File: config.mk
export PLATFORM = sky130hd
export DESIGN_NAME = exc_sequencer_flat
export DESIGN_NICKNAME = d
export VERILOG_FILES = /design/src/rtl/exc_pkg.sv /design/src/rtl/exc_sequencer_if.sv /design/src/rtl/exc_sequencer.sv /design/src/flat_wrapper.sv
export SDC_FILE = /design/constraint.sdc
export NUM_CORES = 1
export LEC_CHECK = 0
export BUFFER_PORTS_ARGS = -buffer_cell sky130_fd_sc_hd__buf_4
export CAP_MARGIN = 20
export CORE_MARGIN = 2
export CORE_UTILIZATION = 40
export CTS_CLUSTER_SIZE = 10
export DETAILED_ROUTE_END_ITERATION = 16
export PLACE_DENSITY = 0.84
export REMOVE_ABC_BUFFERS = 1
export SETUP_SLACK_MARGIN = 0.1
export SYNTH_ARGS = -nofsm -noshare
export SYNTH_HDL_FRONTEND = slang
export SYNTH_SLANG_ARGS = --single-unit
export TNS_END_PERCENT = 100
File: constraint.sdc
create_clock -name clk -period 1.62 [get_ports clk]
set_input_delay 0.162 -clock clk [delete_from_list [all_inputs] [get_ports clk]]
set_output_delay 0.162 -clock clk [all_outputs]
set_load 0.02 [all_outputs]
File: src/rtl/exc_pkg.sv
// Shared encodings for the exception sequencer and the main control unit:
// cause codes, sequencer state encoding and default handler vector addresses.
package exc_pkg;

  localparam logic [1:0] CAUSE_NONE = 2'b00;
  localparam logic [1:0] CAUSE_OPC  = 2'b01;
  localparam logic [1:0] CAUSE_OVF  = 2'b10;
  localparam logic [1:0] CAUSE_DIV  = 2'b11;

  typedef enum logic [2:0] {
    IDLE = 3'd0,
    SAVE = 3'd1,
    WAIT = 3'd2,
    LOAD = 3'd3,
    DONE = 3'd4
  } state_t;

  localparam int unsigned VEC_OPCODE_DEF   = 253;
  localparam int unsigned VEC_OVERFLOW_DEF = 254;
  localparam int unsigned VEC_DIVZERO_DEF  = 255;

  // Divide-by-zero outranks overflow, which outranks invalid opcode.
  function automatic logic [1:0] pick_cause(input logic div, input logic ovf, input logic opc);
    if (div)      return CAUSE_DIV;
    else if (ovf) return CAUSE_OVF;
    else if (opc) return CAUSE_OPC;
    else          return CAUSE_NONE;
  endfunction

endpackage

File: src/rtl/exc_sequencer_if.sv
// Request/takeover bundle between the main control unit (master) and the
// exception sequencer (slave).
interface exc_sequencer_if;
  logic        opcode_ex;
  logic        overflow_ex;
  logic        divzero_ex;
  logic [31:0] pc_in;
  logic [31:0] mem_data_in;
  logic        busy;
  logic        done;
  logic [1:0]  cause;
  logic [31:0] mem_addr;
  logic        mem_read;
  logic [31:0] epc_out;
  logic        epc_write;
  logic [31:0] pc_out;
  logic        pc_write;

  modport master (
    output opcode_ex, overflow_ex, divzero_ex, pc_in, mem_data_in,
    input  busy, done, cause, mem_addr, mem_read, epc_out, epc_write, pc_out, pc_write
  );

  modport slave (
    input  opcode_ex, overflow_ex, divzero_ex, pc_in, mem_data_in,
    output busy, done, cause, mem_addr, mem_read, epc_out, epc_write, pc_out, pc_write
  );
endinterface

File: src/rtl/exc_sequencer.sv
// Multicycle exception sequencer: saves EPC, fetches the handler vector byte,
// loads PC and pulses done. All outputs are registered alongside the state.
module exc_sequencer
  import exc_pkg::*;
#(
  parameter int unsigned VEC_OPCODE   = VEC_OPCODE_DEF,
  parameter int unsigned VEC_OVERFLOW = VEC_OVERFLOW_DEF,
  parameter int unsigned VEC_DIVZERO  = VEC_DIVZERO_DEF,
  parameter int unsigned MEM_LAT      = 2
) (
  input  logic            clk,
  input  logic            reset,
  exc_sequencer_if.slave  bus
);

  localparam int CNT_W = (MEM_LAT > 1) ? $clog2(MEM_LAT) : 1;
  localparam logic [CNT_W-1:0] CNT_INIT = CNT_W'(MEM_LAT - 1);

  function automatic logic [31:0] vec_addr(input logic [1:0] c);
    unique case (c)
      CAUSE_OPC: return 32'(VEC_OPCODE);
      CAUSE_OVF: return 32'(VEC_OVERFLOW);
      CAUSE_DIV: return 32'(VEC_DIVZERO);
      default:   return 32'd0;
    endcase
  endfunction

  state_t           state;
  logic [CNT_W-1:0] cnt;
  logic [1:0]       cause_q;
  logic             busy_q;
  logic             done_q;
  logic [31:0]      mem_addr_q;
  logic             mem_read_q;
  logic [31:0]      epc_out_q;
  logic             epc_write_q;
  logic [31:0]      pc_out_q;
  logic             pc_write_q;

  logic       any_req;
  logic [1:0] new_cause;
  logic       unused_hi;

  assign any_req   = bus.opcode_ex | bus.overflow_ex | bus.divzero_ex;
  assign new_cause = pick_cause(bus.divzero_ex, bus.overflow_ex, bus.opcode_ex);
  // The handler vector is a byte; the upper memory bits carry nothing useful.
  assign unused_hi = ^bus.mem_data_in[31:8];

  always_ff @(posedge clk or negedge reset) begin
    if (!reset) begin
      state       <= IDLE;
      cnt         <= '0;
      cause_q     <= CAUSE_NONE;
      busy_q      <= 1'b0;
      done_q      <= 1'b0;
      mem_addr_q  <= '0;
      mem_read_q  <= 1'b0;
      epc_out_q   <= '0;
      epc_write_q <= 1'b0;
      pc_out_q    <= '0;
      pc_write_q  <= 1'b0;
    end else begin
      unique case (state)
        IDLE: begin
          if (any_req) begin
            state       <= SAVE;
            cause_q     <= new_cause;
            busy_q      <= 1'b1;
            epc_write_q <= 1'b1;
            epc_out_q   <= bus.pc_in - 32'd4;
            mem_read_q  <= 1'b1;
            mem_addr_q  <= vec_addr(new_cause);
          end
        end
        SAVE: begin
          state       <= WAIT;
          cnt         <= CNT_INIT;
          epc_write_q <= 1'b0;
          epc_out_q   <= '0;
        end
        WAIT: begin
          if (cnt == '0) begin
            state      <= LOAD;
            mem_read_q <= 1'b0;
            mem_addr_q <= '0;
            pc_write_q <= 1'b1;
            pc_out_q   <= {24'b0, bus.mem_data_in[7:0]};
          end else begin
            cnt <= cnt - 1'b1;
          end
        end
        LOAD: begin
          state      <= DONE;
          pc_write_q <= 1'b0;
          pc_out_q   <= '0;
          done_q     <= 1'b1;
        end
        DONE: begin
          state  <= IDLE;
          done_q <= 1'b0;
          busy_q <= 1'b0;
        end
        default: begin
          state       <= IDLE;
          busy_q      <= 1'b0;
          done_q      <= 1'b0;
          mem_read_q  <= 1'b0;
          mem_addr_q  <= '0;
          epc_write_q <= 1'b0;
          epc_out_q   <= '0;
          pc_write_q  <= 1'b0;
          pc_out_q    <= '0;
        end
      endcase
    end
  end

  assign bus.busy      = busy_q;
  assign bus.done      = done_q;
  assign bus.cause     = cause_q;
  assign bus.mem_addr  = mem_addr_q;
  assign bus.mem_read  = mem_read_q;
  assign bus.epc_out   = epc_out_q;
  assign bus.epc_write = epc_write_q;
  assign bus.pc_out    = pc_out_q;
  assign bus.pc_write  = pc_write_q;

endmodule

File: src/flat_wrapper.sv
// flat-port wrapper written by rule: the top's interface ports become plain ports
module exc_sequencer_flat import exc_pkg::*;
#(
  parameter int unsigned VEC_OPCODE   = VEC_OPCODE_DEF,
  parameter int unsigned VEC_OVERFLOW = VEC_OVERFLOW_DEF,
  parameter int unsigned VEC_DIVZERO  = VEC_DIVZERO_DEF,
  parameter int unsigned MEM_LAT      = 2
)
  (clk, reset, bus_opcode_ex, bus_overflow_ex, bus_divzero_ex, bus_pc_in, bus_mem_data_in, bus_busy, bus_done, bus_cause, bus_mem_addr, bus_mem_read, bus_epc_out, bus_epc_write, bus_pc_out, bus_pc_write);
  exc_sequencer_if bus_i ();
  input  logic clk;
  input  logic reset;
  input wire logic [$bits(bus_i.opcode_ex)-1:0] bus_opcode_ex;
  input wire logic [$bits(bus_i.overflow_ex)-1:0] bus_overflow_ex;
  input wire logic [$bits(bus_i.divzero_ex)-1:0] bus_divzero_ex;
  input wire logic [$bits(bus_i.pc_in)-1:0] bus_pc_in;
  input wire logic [$bits(bus_i.mem_data_in)-1:0] bus_mem_data_in;
  output wire logic [$bits(bus_i.busy)-1:0] bus_busy;
  output wire logic [$bits(bus_i.done)-1:0] bus_done;
  output wire logic [$bits(bus_i.cause)-1:0] bus_cause;
  output wire logic [$bits(bus_i.mem_addr)-1:0] bus_mem_addr;
  output wire logic [$bits(bus_i.mem_read)-1:0] bus_mem_read;
  output wire logic [$bits(bus_i.epc_out)-1:0] bus_epc_out;
  output wire logic [$bits(bus_i.epc_write)-1:0] bus_epc_write;
  output wire logic [$bits(bus_i.pc_out)-1:0] bus_pc_out;
  output wire logic [$bits(bus_i.pc_write)-1:0] bus_pc_write;
  assign bus_i.opcode_ex = bus_opcode_ex;
  assign bus_i.overflow_ex = bus_overflow_ex;
  assign bus_i.divzero_ex = bus_divzero_ex;
  assign bus_i.pc_in = bus_pc_in;
  assign bus_i.mem_data_in = bus_mem_data_in;
  assign bus_busy = bus_i.busy;
  assign bus_done = bus_i.done;
  assign bus_cause = bus_i.cause;
  assign bus_mem_addr = bus_i.mem_addr;
  assign bus_mem_read = bus_i.mem_read;
  assign bus_epc_out = bus_i.epc_out;
  assign bus_epc_write = bus_i.epc_write;
  assign bus_pc_out = bus_i.pc_out;
  assign bus_pc_write = bus_i.pc_write;
  exc_sequencer #(.VEC_OPCODE(VEC_OPCODE), .VEC_OVERFLOW(VEC_OVERFLOW), .VEC_DIVZERO(VEC_DIVZERO), .MEM_LAT(MEM_LAT)) u_core (.clk(clk), .reset(reset), .bus(bus_i));
endmodule
==> flow_summary.ini <==
[worst_hold_path]
hp-class = input port to flip-flop
hold_depth = 2

[drt]
first_iter_violations = 52
vias = 2435
routed_via_density = 4.61
ant_nets = 0
dr.pass1.iters = 4
drc = 0
wirelength_um = 6760
post_drt_wl_per_cell_um = 12.8

[placement]
placed_cell_area_um2 = 3810
gp_congestion = 0.784
pre_cts_ws_ps = -275
placedCellCount = 516
place_hpwl_um = 5040
portBuffers = 99

[synthesis]
synth.mux.area_fraction_pct = 0
synth-adder-area-share_pct = 0.416
ys_seq_elements = 54
synth_xor_area_share_pct = 8.15
yosysWarnings = 0
synthSimpleGateAreaFrac_pct = 19.9
syn_area_per_cell_um2 = 9.67
synth.yosys.seq_area_share_pct = 44.9
synthCells = 311
synth_compound_gate_area_share_pct = 11.5
synth_area_um2 = 3010
ys_types = 39
synth_top_family_by_area = simple AND/OR/NAND/NOR gates

[clocking]
cts.path.max_buffers = 2
cts_max_level = 2
clock_latency_ps = 300
cts.sinks = 54
path_clk_slew_ps = 90
cts_root_buffer = clkbuf_8
cts_inserted_buffers = 5
tritoncts = yes

[die]
die_w_um = 90.7
dieArea_um2 = 8230
rows = 31
design.core.area_um2 = 7250
pin_count = 172
start_util_pct = 41.5
fp.dieH_um = 90.7

[finish]
post-route-util_pct = 55.4
final_cell_mix = buf_4, dfrtp_1, nand2_1
fin_nets = 500
syn_to_final_growth_pct = 33.5
n_antenna_cell = 0
fin_area_um2 = 4020
final-instance-count-excl-fill = 528
final_common_cell = buf_4
drive_above_1_share_pct = 36.1

[timing]
hold_ws_ps = 80.8
rsz0062_at_grt = yes
worst_slew_pin_slew_ps = 683
hold_viol = 0
worst_slack_ps = 135
period_needed_ps = 1490
setup-violations-final = 0
clock.fmax_mhz = 673
finClkSkew_ps = 6.19
finalCritPeriodShare_pct = 91.7
slew_viol_final = 0
slew_headroom_pct = 54.5
fin_setup_tns_ps = 0

[global_routing]
grt_overflow = 0
grt_first_pass_wirelength_um = 11200
track_usage_pct = 16.4
first_global_vias = 2381
grt_max_degree = 55
antenna_found_initial = 0

[setup_path]
r2r_cells = 6
cp.required_ps = 1810
worstPathMaxFanout = 4
crit_path_end_kind = flip-flop
worstPathArrival_ps = 1670
cp-start-kind = input port
path_class = input port to flip-flop

[power_and_ir_drop]
peakVddDrop_mv = 0.709
leakage_nw = 1.95
p_per_area_nw_per_um2 = 1620
power_mw = 6.51

[job]
maxCapViolCount = 0

[outcome]
outcome = completed
-- cell families (layout without fill, tap and decap cells) --
group | count (synthesis) | after routing
xor gates and xnor gates | 28 | 28
other | 1 | 48
DFF | 54 | 54
AOI/OAI and AO/OA | 56 | 56
and+or+nand+nor | 105 | 105
buffers and inverters | 66 | 137
adders and majority gates | 1 | 1
-- flip-flops by register name, summed over array words and instances (netlist names) --
| signal | flops |
|---|---|
| u_core.bus.epc_out | 32 |
| u_core.bus.pc_out | 8 |
| u_core.bus.mem_addr | 3 |
| u_core.state | 3 |
| u_core.bus.cause | 2 |
| u_core.bus.busy | 1 |
| u_core.bus.done | 1 |
| u_core.bus.epc_write | 1 |
| u_core.bus.mem_read | 1 |
| u_core.bus.pc_write | 1 |
| u_core.cnt | 1 |
-- power by group --
group / leakage, nW / internal, mW / switching, mW
sequential: 0.687 / 1.89 / 0.359
combinational: 1.22 / 1.50 / 2.02
clock: 0.0431 / 0.331 / 0.405
-- critical path, stage by stage --
cell and delay (ps):
buf_6 90, inv_2 60, ha_4 130, or4b_4 460
nand4b_4 230, buf_4 180, nor4_4 140, xnor2_1 150
o21ai_1 70
-- area by class of cell --
| class | count | area (µm²) |
|---|---|---|
| Multi-Input combinational cell | 238 | 1460 |
| Clock buffer | 6 | 82.6 |
| Timing Repair Buffer | 127 | 980 |
| Tap cell | 99 | 124 |
| Inverter | 4 | 15.0 |
| Sequential cell | 54 | 1350 |
| Fill cell | 674 | 3240 |
-- synthesized netlist by cell type --
cell type  number  area, µm²
nor4_2          4       50.1
ha_1            1       12.5
o21ai_1        21        105
o21a_1          1       7.51
inv_1           4       15.0
conb_1          1       3.75
a22o_1         10       87.6
and2_1          1       6.26
xor2_1          6       52.6
xnor2_1        22        193
buf_4          53        398
o21ai_0        11       55.1
nand4b_4        1       23.8
nand3_1         3       15.0
nand4_1         1       6.26
buf_2           4       20.0
o31ai_1         2       15.0
or3_1           1       6.26
and3_1          2       12.5
dfrtp_1        54       1350
o22a_1          1       8.76
nand2b_1        2       12.5
o22ai_1         1       6.26
nand2_1        49        184
nand3_2         1       10.0
nor2b_1         2       12.5
nor2_1         15       56.3
clkbuf_1        5       18.8
nor3_1          9       45.0
and2_0          1       6.26
a21oi_1         3       15.0
nor4_4          2       42.5
a21boi_0        1       7.51
nor4b_2         1       15.0
nor4_1          4       25.0
a21o_1          5       37.5
nor3_2          3       30.0
nor3b_2         2       25.0
or4b_4          1       13.8
-- worst paths after layout --
kind / start / to / slack [ps]
max: bus_pc_in[3] / u_core.bus.epc_out[20] / 130
min: bus_mem_data_in[3] / u_core.bus.pc_out[3] / 80
max reg2reg: u_core.state[1] / u_core.bus.epc_out[6] / 210
min reg2reg: u_core.bus.mem_addr[0] / u_core.bus.mem_addr[0] / 480
max in group asynchronous: reset / u_core.state[1] / 680
min in group asynchronous: reset / u_core.bus.mem_addr[1] / 450
-- metal layers --
layer	up-vias	global-route usage (%)	wire length, µm
met5	-	0	0
met4	0	1.92	25
met3	4	4.09	441
met2	84	28.7	3410
met1	1168	20.9	2890
li1	1179	-	-
-- what timing repair did --
action,CTS,global route
hold buffers,1,0
buffers inserted,3,2
endpoints found under the hold margin,54,0
setup endpoints to repair,10,25
gates resized for setup,8,8
pin swaps,4,1
Power figures use the tool's default switching activity.
